`src/rtl/pa_risc_pkg.sv`:
```
// Shared types and constants for the PA-RISC pipeline front end.
package pa_risc_pkg;
    localparam int          INSTR_W   = 32;
    localparam logic [31:0] PC_INC    = 32'd4;
    localparam logic [31:0] NOP_INSTR = 32'h0000_0000;

    typedef enum logic [1:0] {BOOT, RUN, HALT} fetch_state_t;
endpackage

```
`src/rtl/fetch_stage_if.sv`:
```
// Instruction memory bus: fetch stage (master) drives the byte address, memory returns the word combinationally.
interface fetch_stage_if #(parameter int ADDR_W = 8);
    import pa_risc_pkg::*;
    logic [ADDR_W-1:0]  imem_addr;
    logic [INSTR_W-1:0] imem_data;

    modport master (output imem_addr, input  imem_data);
    modport slave  (input  imem_addr, output imem_data);
endinterface

```
`src/rtl/fetch_stage_pc_npc.sv`:
```
// PC/nPC pair for PA-RISC delayed branching: PC always follows nPC, a taken branch only redirects nPC.
module pc_npc_reg
    import pa_risc_pkg::*;
#(
    parameter logic [31:0] RESET_PC = 32'h0000_0000
) (
    input  logic        clk,
    input  logic        rst_n,
    input  logic        advance,
    input  logic        br_taken,
    input  logic [31:0] br_target,
    output logic [31:0] pc,
    output logic [31:0] npc
);
    always_ff @(posedge clk or negedge rst_n) begin
        if (!rst_n) begin
            pc  <= RESET_PC;
            npc <= RESET_PC + PC_INC;
        end else if (advance) begin
            pc  <= npc;
            // Low two target bits carry privilege level, never part of the address.
            npc <= br_taken ? {br_target[31:2], 2'b00} : npc + PC_INC;
        end
    end
endmodule

```
`src/rtl/fetch_stage.sv`:
```
// IF stage: PC/nPC, IF/ID register and BOOT/RUN/HALT control.
// Optional macro FETCH_STATS_EN adds saturating fetch_cnt/stall_cnt outputs.
module fetch_stage
    import pa_risc_pkg::*;
#(
    parameter int          ADDR_W   = 8,
    parameter logic [31:0] RESET_PC = 32'h0000_0000
) (
    input  logic               clk,
    input  logic               rst_n,
    input  logic               stall,
    input  logic               br_taken,
    input  logic [31:0]        br_target,
    input  logic               if_id_flush,
    input  logic               halt_req,
    input  logic               resume,
    fetch_stage_if.master      imem,
    output logic [INSTR_W-1:0] if_id_instr,
    output logic [31:0]        if_id_pc,
    output logic               if_id_valid,
    output logic               halted
`ifdef FETCH_STATS_EN
    ,
    output logic [15:0]        fetch_cnt,
    output logic [15:0]        stall_cnt
`endif
);
    fetch_state_t state, state_nxt;
    logic         advance, kill_valid;
    logic [31:0]  pc, npc;

    pc_npc_reg #(.RESET_PC(RESET_PC)) u_pc (
        .clk       (clk),
        .rst_n     (rst_n),
        .advance   (advance),
        .br_taken  (br_taken),
        .br_target (br_target),
        .pc        (pc),
        .npc       (npc)
    );

    assign imem.imem_addr = pc[ADDR_W-1:0];
    assign halted         = (state == HALT);

    always_ff @(posedge clk or negedge rst_n) begin
        if (!rst_n) state <= BOOT;
        else        state <= state_nxt;
    end

    always_comb begin
        state_nxt  = state;
        advance    = 1'b0;
        kill_valid = 1'b0;
        case (state)
            BOOT: state_nxt = RUN;
            RUN: begin
                if (halt_req) begin
                    state_nxt  = HALT;
                    kill_valid = 1'b1;
                end else if (stall) begin
                    // Flush still nullifies the held slot even while stalled.
                    kill_valid = if_id_flush;
                end else begin
                    advance = 1'b1;
                end
            end
            HALT: if (resume && !halt_req) state_nxt = RUN;
            default: state_nxt = BOOT;
        endcase
    end

    always_ff @(posedge clk or negedge rst_n) begin
        if (!rst_n) begin
            if_id_instr <= NOP_INSTR;
            if_id_pc    <= 32'h0;
            if_id_valid <= 1'b0;
        end else if (advance) begin
            if_id_instr <= imem.imem_data;
            if_id_pc    <= pc;
            if_id_valid <= ~if_id_flush;
        end else if (kill_valid) begin
            if_id_valid <= 1'b0;
        end
    end

`ifdef FETCH_STATS_EN
    always_ff @(posedge clk or negedge rst_n) begin
        if (!rst_n) begin
            fetch_cnt <= 16'h0;
            stall_cnt <= 16'h0;
        end else begin
            if (advance && !if_id_flush && fetch_cnt != 16'hFFFF)
                fetch_cnt <= fetch_cnt + 16'h1;
            if (state == RUN && stall && stall_cnt != 16'hFFFF)
                stall_cnt <= stall_cnt + 16'h1;
        end
    end
`endif
endmodule

```
`src/flat_wrapper.sv`:
```
// flat-port wrapper written by rule: the top's interface ports become plain ports
module fetch_stage_flat import pa_risc_pkg::*;
#(
    parameter int          ADDR_W   = 8,
    parameter logic [31:0] RESET_PC = 32'h0000_0000
)
  (clk, rst_n, stall, br_taken, br_target, if_id_flush, halt_req, resume, if_id_instr, if_id_pc, if_id_valid, halted, imem_imem_addr, imem_imem_data);
  fetch_stage_if #(.ADDR_W(ADDR_W)) imem_i ();
  input  logic clk;
  input  logic rst_n;
  input  logic stall;
  input  logic br_taken;
  input  logic [31:0] br_target;
  input  logic if_id_flush;
  input  logic halt_req;
  input  logic resume;
  output logic [INSTR_W-1:0] if_id_instr;
  output logic [31:0] if_id_pc;
  output logic if_id_valid;
  output logic halted;
  output wire logic [$bits(imem_i.imem_addr)-1:0] imem_imem_addr;
  input wire logic [$bits(imem_i.imem_data)-1:0] imem_imem_data;
  assign imem_imem_addr = imem_i.imem_addr;
  assign imem_i.imem_data = imem_imem_data;
  fetch_stage #(.ADDR_W(ADDR_W), .RESET_PC(RESET_PC)) u_core (.clk(clk), .rst_n(rst_n), .stall(stall), .br_taken(br_taken), .br_target(br_target), .if_id_flush(if_id_flush), .halt_req(halt_req), .resume(resume), .imem(imem_i), .if_id_instr(if_id_instr), .if_id_pc(if_id_pc), .if_id_valid(if_id_valid), .halted(halted));
endmodule
```
`config.mk`:
```
export PLATFORM = sky130hd
export DESIGN_NAME = fetch_stage_flat
export DESIGN_NICKNAME = d
export VERILOG_FILES = /design/src/rtl/pa_risc_pkg.sv /design/src/rtl/fetch_stage_if.sv /design/src/rtl/fetch_stage_pc_npc.sv /design/src/rtl/fetch_stage.sv /design/src/flat_wrapper.sv
export SDC_FILE = /design/constraint.sdc
export NUM_CORES = 1
export LEC_CHECK = 0
export BUFFER_PORTS_ARGS = -buffer_cell sky130_fd_sc_hd__buf_2
export CAP_MARGIN = 30
export CELL_PAD_IN_SITES_DETAIL_PLACEMENT = 1
export CELL_PAD_IN_SITES_GLOBAL_PLACEMENT = 1
export CORE_UTILIZATION = 34
export CTS_BUF_LIST = sky130_fd_sc_hd__clkbuf_16
export DETAILED_ROUTE_END_ITERATION = 12
export MAX_ROUTING_LAYER = met4
export PLACE_DENSITY_LB_ADDON = 0.1
export SYNTH_ARGS = -nofsm -noshare
export SYNTH_HDL_FRONTEND = slang
export SYNTH_SLANG_ARGS = --single-unit
```
`constraint.sdc`:
```
create_clock -name clk -period 3.2 [get_ports clk]
set_input_delay 0.48 -clock clk [delete_from_list [all_inputs] [get_ports clk]]
set_output_delay 0.48 -clock clk [all_outputs]
set_load 0.005 [all_outputs]
```
* After elaboration in Yosys (flattened, before gate mapping)
Cells that the tools add are included.
** Word-level totals
- Output and inout bits :: 74
- Input bits :: 71
- Register bits :: 131
- Word-level logic and storage cells :: 29
** Operators by class
- Multiplexer cells :: 12
- Reductions and logical operators :: 5
- Bitwise logic cells :: 1
- Add/subtract/negate cells :: 1
- Eq/ne operators :: 4
** Operators with widths (count)
- 32-bit by 3-bit adder with 32-bit output (second input constant) :: 1
- 32-bit 2-to-1 mux :: 1
- 1-bit 2-to-1 mux :: 8
- 2-bit one-hot mux with 3 select lines :: 1
- 2-bit 2-to-1 mux :: 2
- 2-bit by 1-bit equality test with 1-bit output (second input constant) :: 1
- 2-bit equality test (second input constant) :: 1
- 2-bit logical NOT :: 1
- 2-bit by 1-bit inequality test with 1-bit output (second input constant) :: 1
- 2-bit inequality test (second input constant) :: 1
- 2-bit AND reduction :: 1
- 2-bit nonzero test :: 1
- 1-bit logical AND :: 1
- 1-bit logical NOT :: 1
- 1-bit NOT :: 1

* Logic depth before layout (Yosys ltp)
- Depth in word-level cells :: 5
- Depth in mapped cells :: 7
- Gate-level depth less buffers :: 6

* By module
Synthesis repeated with hierarchy kept, for this count alone.
** Second synthesis, totals
- Cell total of the unflattened synthesis :: 446
- Area total of the unflattened synthesis :: 5631.7 µm²
** By module, submodules not included
- pc_npc_reg :: instances 1, seq. area each 1502.7 µm², area an instance 3069.2 µm², cells an instance 297
- fetch_stage :: instances 1, seq. area each 1676.6 µm², area an instance 2562.5 µm², cells an instance 149

* Least setup slack after synthesis
OpenSTA, ideal clock, no wires.
- Kind :: reg2reg
- Start point :: reg u_core.u_pc.npc[2]
- End point :: reg u_core.u_pc.npc[16]
- Data required time :: 3.079 ns
- Setup time :: 0.121 ns
- Cell stages (with the launch flop) :: 7
- Arrival :: 1.921 ns
- Slack :: 1.158 ns
- Clock period less this slack :: 2.042 ns
- Path through :: dfstp_2 -> ha_1 -> nand3_1 -> or4_1 -> nor2_1 -> a2bb2oi_1 -> o22a_1
** Between the ends
- Word-level cells in the longest chain between the ends :: 2
** RTL lines
- from (decl) :: line fetch_stage_pc_npc.sv:13 : output logic [31:0] npc
- from (signal assigned) :: line fetch_stage_pc_npc.sv:18 : npc <= RESET_PC + PC_INC;
- from (signal assigned) :: line fetch_stage_pc_npc.sv:22 : npc <= br_taken ? {br_target[31:2], 2'b00} : npc + PC_INC;
- 32-bit by 3-bit adder with 32-bit output :: line fetch_stage_pc_npc.sv:22
- 32-bit 2-to-1 mux :: line fetch_stage_pc_npc.sv:22
Every way passes these cells.
A chain may end at the register's enable or synchronous reset.

* Worst setup path after layout
- Start point :: reg u_core.u_pc.npc[2]
- End point :: reg u_core.u_pc.npc[30]
The elaborated chain is that of the path after synthesis.

==> results.py <==
metrics = {
    "outcome": {
        "status": "complete, no violations",
    },
    "flow_run": {
        "maxCapViolCount": 0,
    },
    "sta": {
        "fin_crit_sh_pct": 79.7,
        "relSlewSlack_pct": 47.5,
        "hold_viol_final": 0,
        "tns_ns": 0,
        "finalSetupViolations": 0,
        "worst-slew-pin-transition_ns": 0.781,
        "period_minus_slack_ns": 2.55,
        "rsz0062_at_grt": "false",
        "max_freq_mhz": 392,
        "skew_ns": 0.0164,
        "slew_violations": 0,
    },
    "yosys": {
        "ys_seq_elements": 125,
        "ys_types": 53,
        "yosys_warnings": 0,
        "synth.avg_cell_area_um2": 8.70,
        "netlist_instances": 639,
        "syn_area_mm2": 0.00556,
        "yosysSeqAreaShare_pct": 56.3,
    },
    "finish": {
        "design_area_mm2": 0.00692,
        "finalNetCount": 834,
        "area_growth_pct": 24.5,
        "drive_above_1_share_pct": 24.1,
    },
    "clock_network": {
        "clockBufferDepth": 2,
        "ctsRootBufferMaster": "clkbuf_16",
        "cts_tree": "done",
        "cts_max_level": 4,
        "cts_num_sinks": 125,
        "clock_latency_ns": 0.42,
        "cts_inserted_buffers": 17,
        "clk_pin_slew_ns": 0.05,
    },
    "grt": {
        "grt_pass1_vias": 5026,
        "antenna_found_initial": 3,
        "grt-ovfl-total": 0,
        "grt_pass1_wl_um": 24700,
        "grt_max_degree": 99,
        "track_usage_pct": 19.6,
    },
    "floorplanning": {
        "rows": 46,
        "die_h_um": 130,
        "initial_utilization_pct": 34.9,
        "core_mm2": 0.0159,
        "die-area_mm2": 0.0169,
        "pin_count": 145,
        "die_x_um": 130,
    },
    "setup_path": {
        "reg2regPathDepth": 6,
        "worst-r2r-setup-slack_ns": 0.65,
        "path_class": "reg2reg",
        "cp-start-kind": "register",
        "endpoint_kind": "register",
        "critPathRequiredTime_ns": 3.47,
        "arrival_ns": 2.82,
        "path_max_fanout": 8,
    },
    "placed_design": {
        "place_hpwl_um": 10100,
        "gp_congestion": 0.751,
        "io_buffers": 138,
        "dpl_cell_area_mm2": 0.00639,
    },
    "route": {
        "wirelength_um": 15000,
        "wl_per_cell_um": 15.2,
        "vias_per_cell": 4.88,
        "ant_nets": 0,
        "via_count": 4841,
        "drt_iter0_markers": 235,
        "drc": 0,
        "first_pass_iters": 4,
    },
    "hold_path": {
        "hp-class": "in2reg",
        "hold_depth": 3,
    },
    "power": {
        "vdd_drop_max_mv": 0.391,
        "leakagePower_nw": 3.63,
        "power.density_mw_per_mm2": 891,
    },
}
worst paths after layout:
| path | startpoint | end |
|---|---|---|
| setup / recovery | u_core.u_pc.npc[2]$_DFFE_PN1P_ | u_core.u_pc.npc[30]$_DFFE_PN0P_ |
| min in group asynchronous | rst_n | u_core.if_id_pc[13]$_DFFE_PN0P_ |
| hold / removal | imem_imem_data[28] | u_core.if_id_instr[28]$_DFFE_PN0P_ |
| setup reg to reg | u_core.u_pc.npc[2]$_DFFE_PN1P_ | u_core.u_pc.npc[30]$_DFFE_PN0P_ |
| max in group asynchronous | rst_n | u_core.if_id_instr[18]$_DFFE_PN0P_ |
| hold reg to reg | u_core.if_id_instr[8]$_DFFE_PN0P_ | u_core.if_id_instr[8]$_DFFE_PN0P_ |
state kept, by name, indices dropped and copies added (netlist names):
name,cells
u_core.u_pc.pc,30
u_core.if_id_valid,1
u_core.u_pc.npc,30
u_core.state,2
u_core.if_id_instr,32
u_core.if_id_pc,30
cell usage in the layout, fill, tap and decap left out, types with 2 or more instances in the layout:
cell and count:
nor2_1 13, clkbuf_16 17, nand2_1 292, clkinv_1 4, o22ai_1 9, buf_2 137, mux2i_1 6, a21oi_1 30
o31ai_1 2, and3_1 4, o311ai_0 3, a32oi_1 4, or3_1 2, conb_1 4, dfrtp_1 124, nand2b_1 2
a31o_2 2, o21a_1 2, nand4_2 2, o21ai_0 24, buf_12 2, inv_1 6, o32ai_1 2, nor3_1 5
diode_2 3, and4_2 2, or4_1 4, clkinvlp_4 2, a2bb2oi_1 2, nand4_1 6, o22a_1 2, nand3_1 17
buf_4 8, nor4_1 4, clkinv_2 4
cell families after synthesis:
group                      count (synthesis)  share of synthesized area [%]
and+or+nand+nor                          363                           27.4
DFF                                      125                           56.3
AOI/OAI and AO/OA                         91                           10.2
buffers and inverters                     52                           4.73
muxes                                      6                           1.08
adders and majority gates                  1                          0.225
other                                      1                         0.0675
through the flow:
step	power [mW]	hold WS, ns	utilization, %	setup slack [ns]	std cells
3_5_place_dp	4.55	0.440	40.1	0.664	958
4_1_cts	6.28	0.241	43.4	0.630	988
2_1_floorplan	3.77	0.184	-	1.16	642
3_3_place_gp	4.43	0.437	40.1	0.779	958
6_report	6.17	0.248	43.4	0.650	991
5_1_grt	6.69	0.247	43.4	0.483	991
final cells by class:
cell class                      count  area (um2)
Fill cell                        1914        9020
Antenna cell                        3        7.51
Clock buffer                       17         425
Multi-Input combinational cell    465        2190
Timing Repair Buffer              148         796
Inverter                            5        18.8
Sequential cell                   125        3130
Clock inverter                     12        83.8
Tap cell                          216         270
cells in the mapped netlist (all sizes together):
cell type    n  area share, %
a2bb2oi      2           0.32
nor4b        1           0.16
nor3         6           0.63
nor2        13           0.88
a21bo        1           0.18
o32ai        2           0.32
ha           1           0.23
a21oi       30            2.7
nand4        8            1.1
nand3       17            1.5
nor2b        1           0.11
clkbuf      33            2.6
nand2b       2           0.23
dfrtp      124             56
a311oi       1           0.16
dfstp        1           0.47
o311ai       3           0.47
and4         2           0.36
a32o         1           0.18
a32oi        4           0.63
a22oi        1           0.14
o21ai       24            2.2
o31ai        2           0.27
buf         14            1.8
mux2i        6            1.1
a41o         1           0.18
nand2      292             20
a31o         2           0.32
o21a         2           0.27
or2          2           0.23
or4          5           0.70
o22ai        9            1.0
a22o         1           0.16
conb         1          0.067
a41oi        1           0.16
o22a         2           0.32
and3         5           0.59
o221a        1           0.20
and2         1           0.11
inv          5           0.34
or3          3           0.34
nor4         5           0.68
a31oi        1           0.11
worst max-delay path, stage by stage (launching register included):
cell	delay, ns
dfstp_2	0.58
ha_1	0.20
nand3_1	0.26
nor4_1	0.73
nand2_1	0.20
o32ai_1	0.32
a21oi_1	0.10
what timing repair did:
action,4_1_cts,5_1_grt
resized for setup,0,0
setup buffers,0,0
hold buffers,1,0
endpoints found under the hold margin,5,0
where the power goes:
part / internal [mW] / switching (mW)
logic: 0.733 / 0.924
registers: 2.29 / 0.533
clock network: 1.03 / 0.655
total: 4.06 / 2.11
per-layer routing:
| metal | GRT usage (%) | share of wire [%] | vias to the layer above |
|---|---|---|---|
| met5 | - | 0 | - |
| li1 | - | - | 2365 |
| met2 | 31.4 | 49 | 95 |
| met3 | 5.70 | 4.2 | 10 |
| met1 | 24.0 | 46 | 2371 |
| met4 | 5.40 | 0.78 | 0 |
Note: power is estimated with default switching activity, not from simulation.
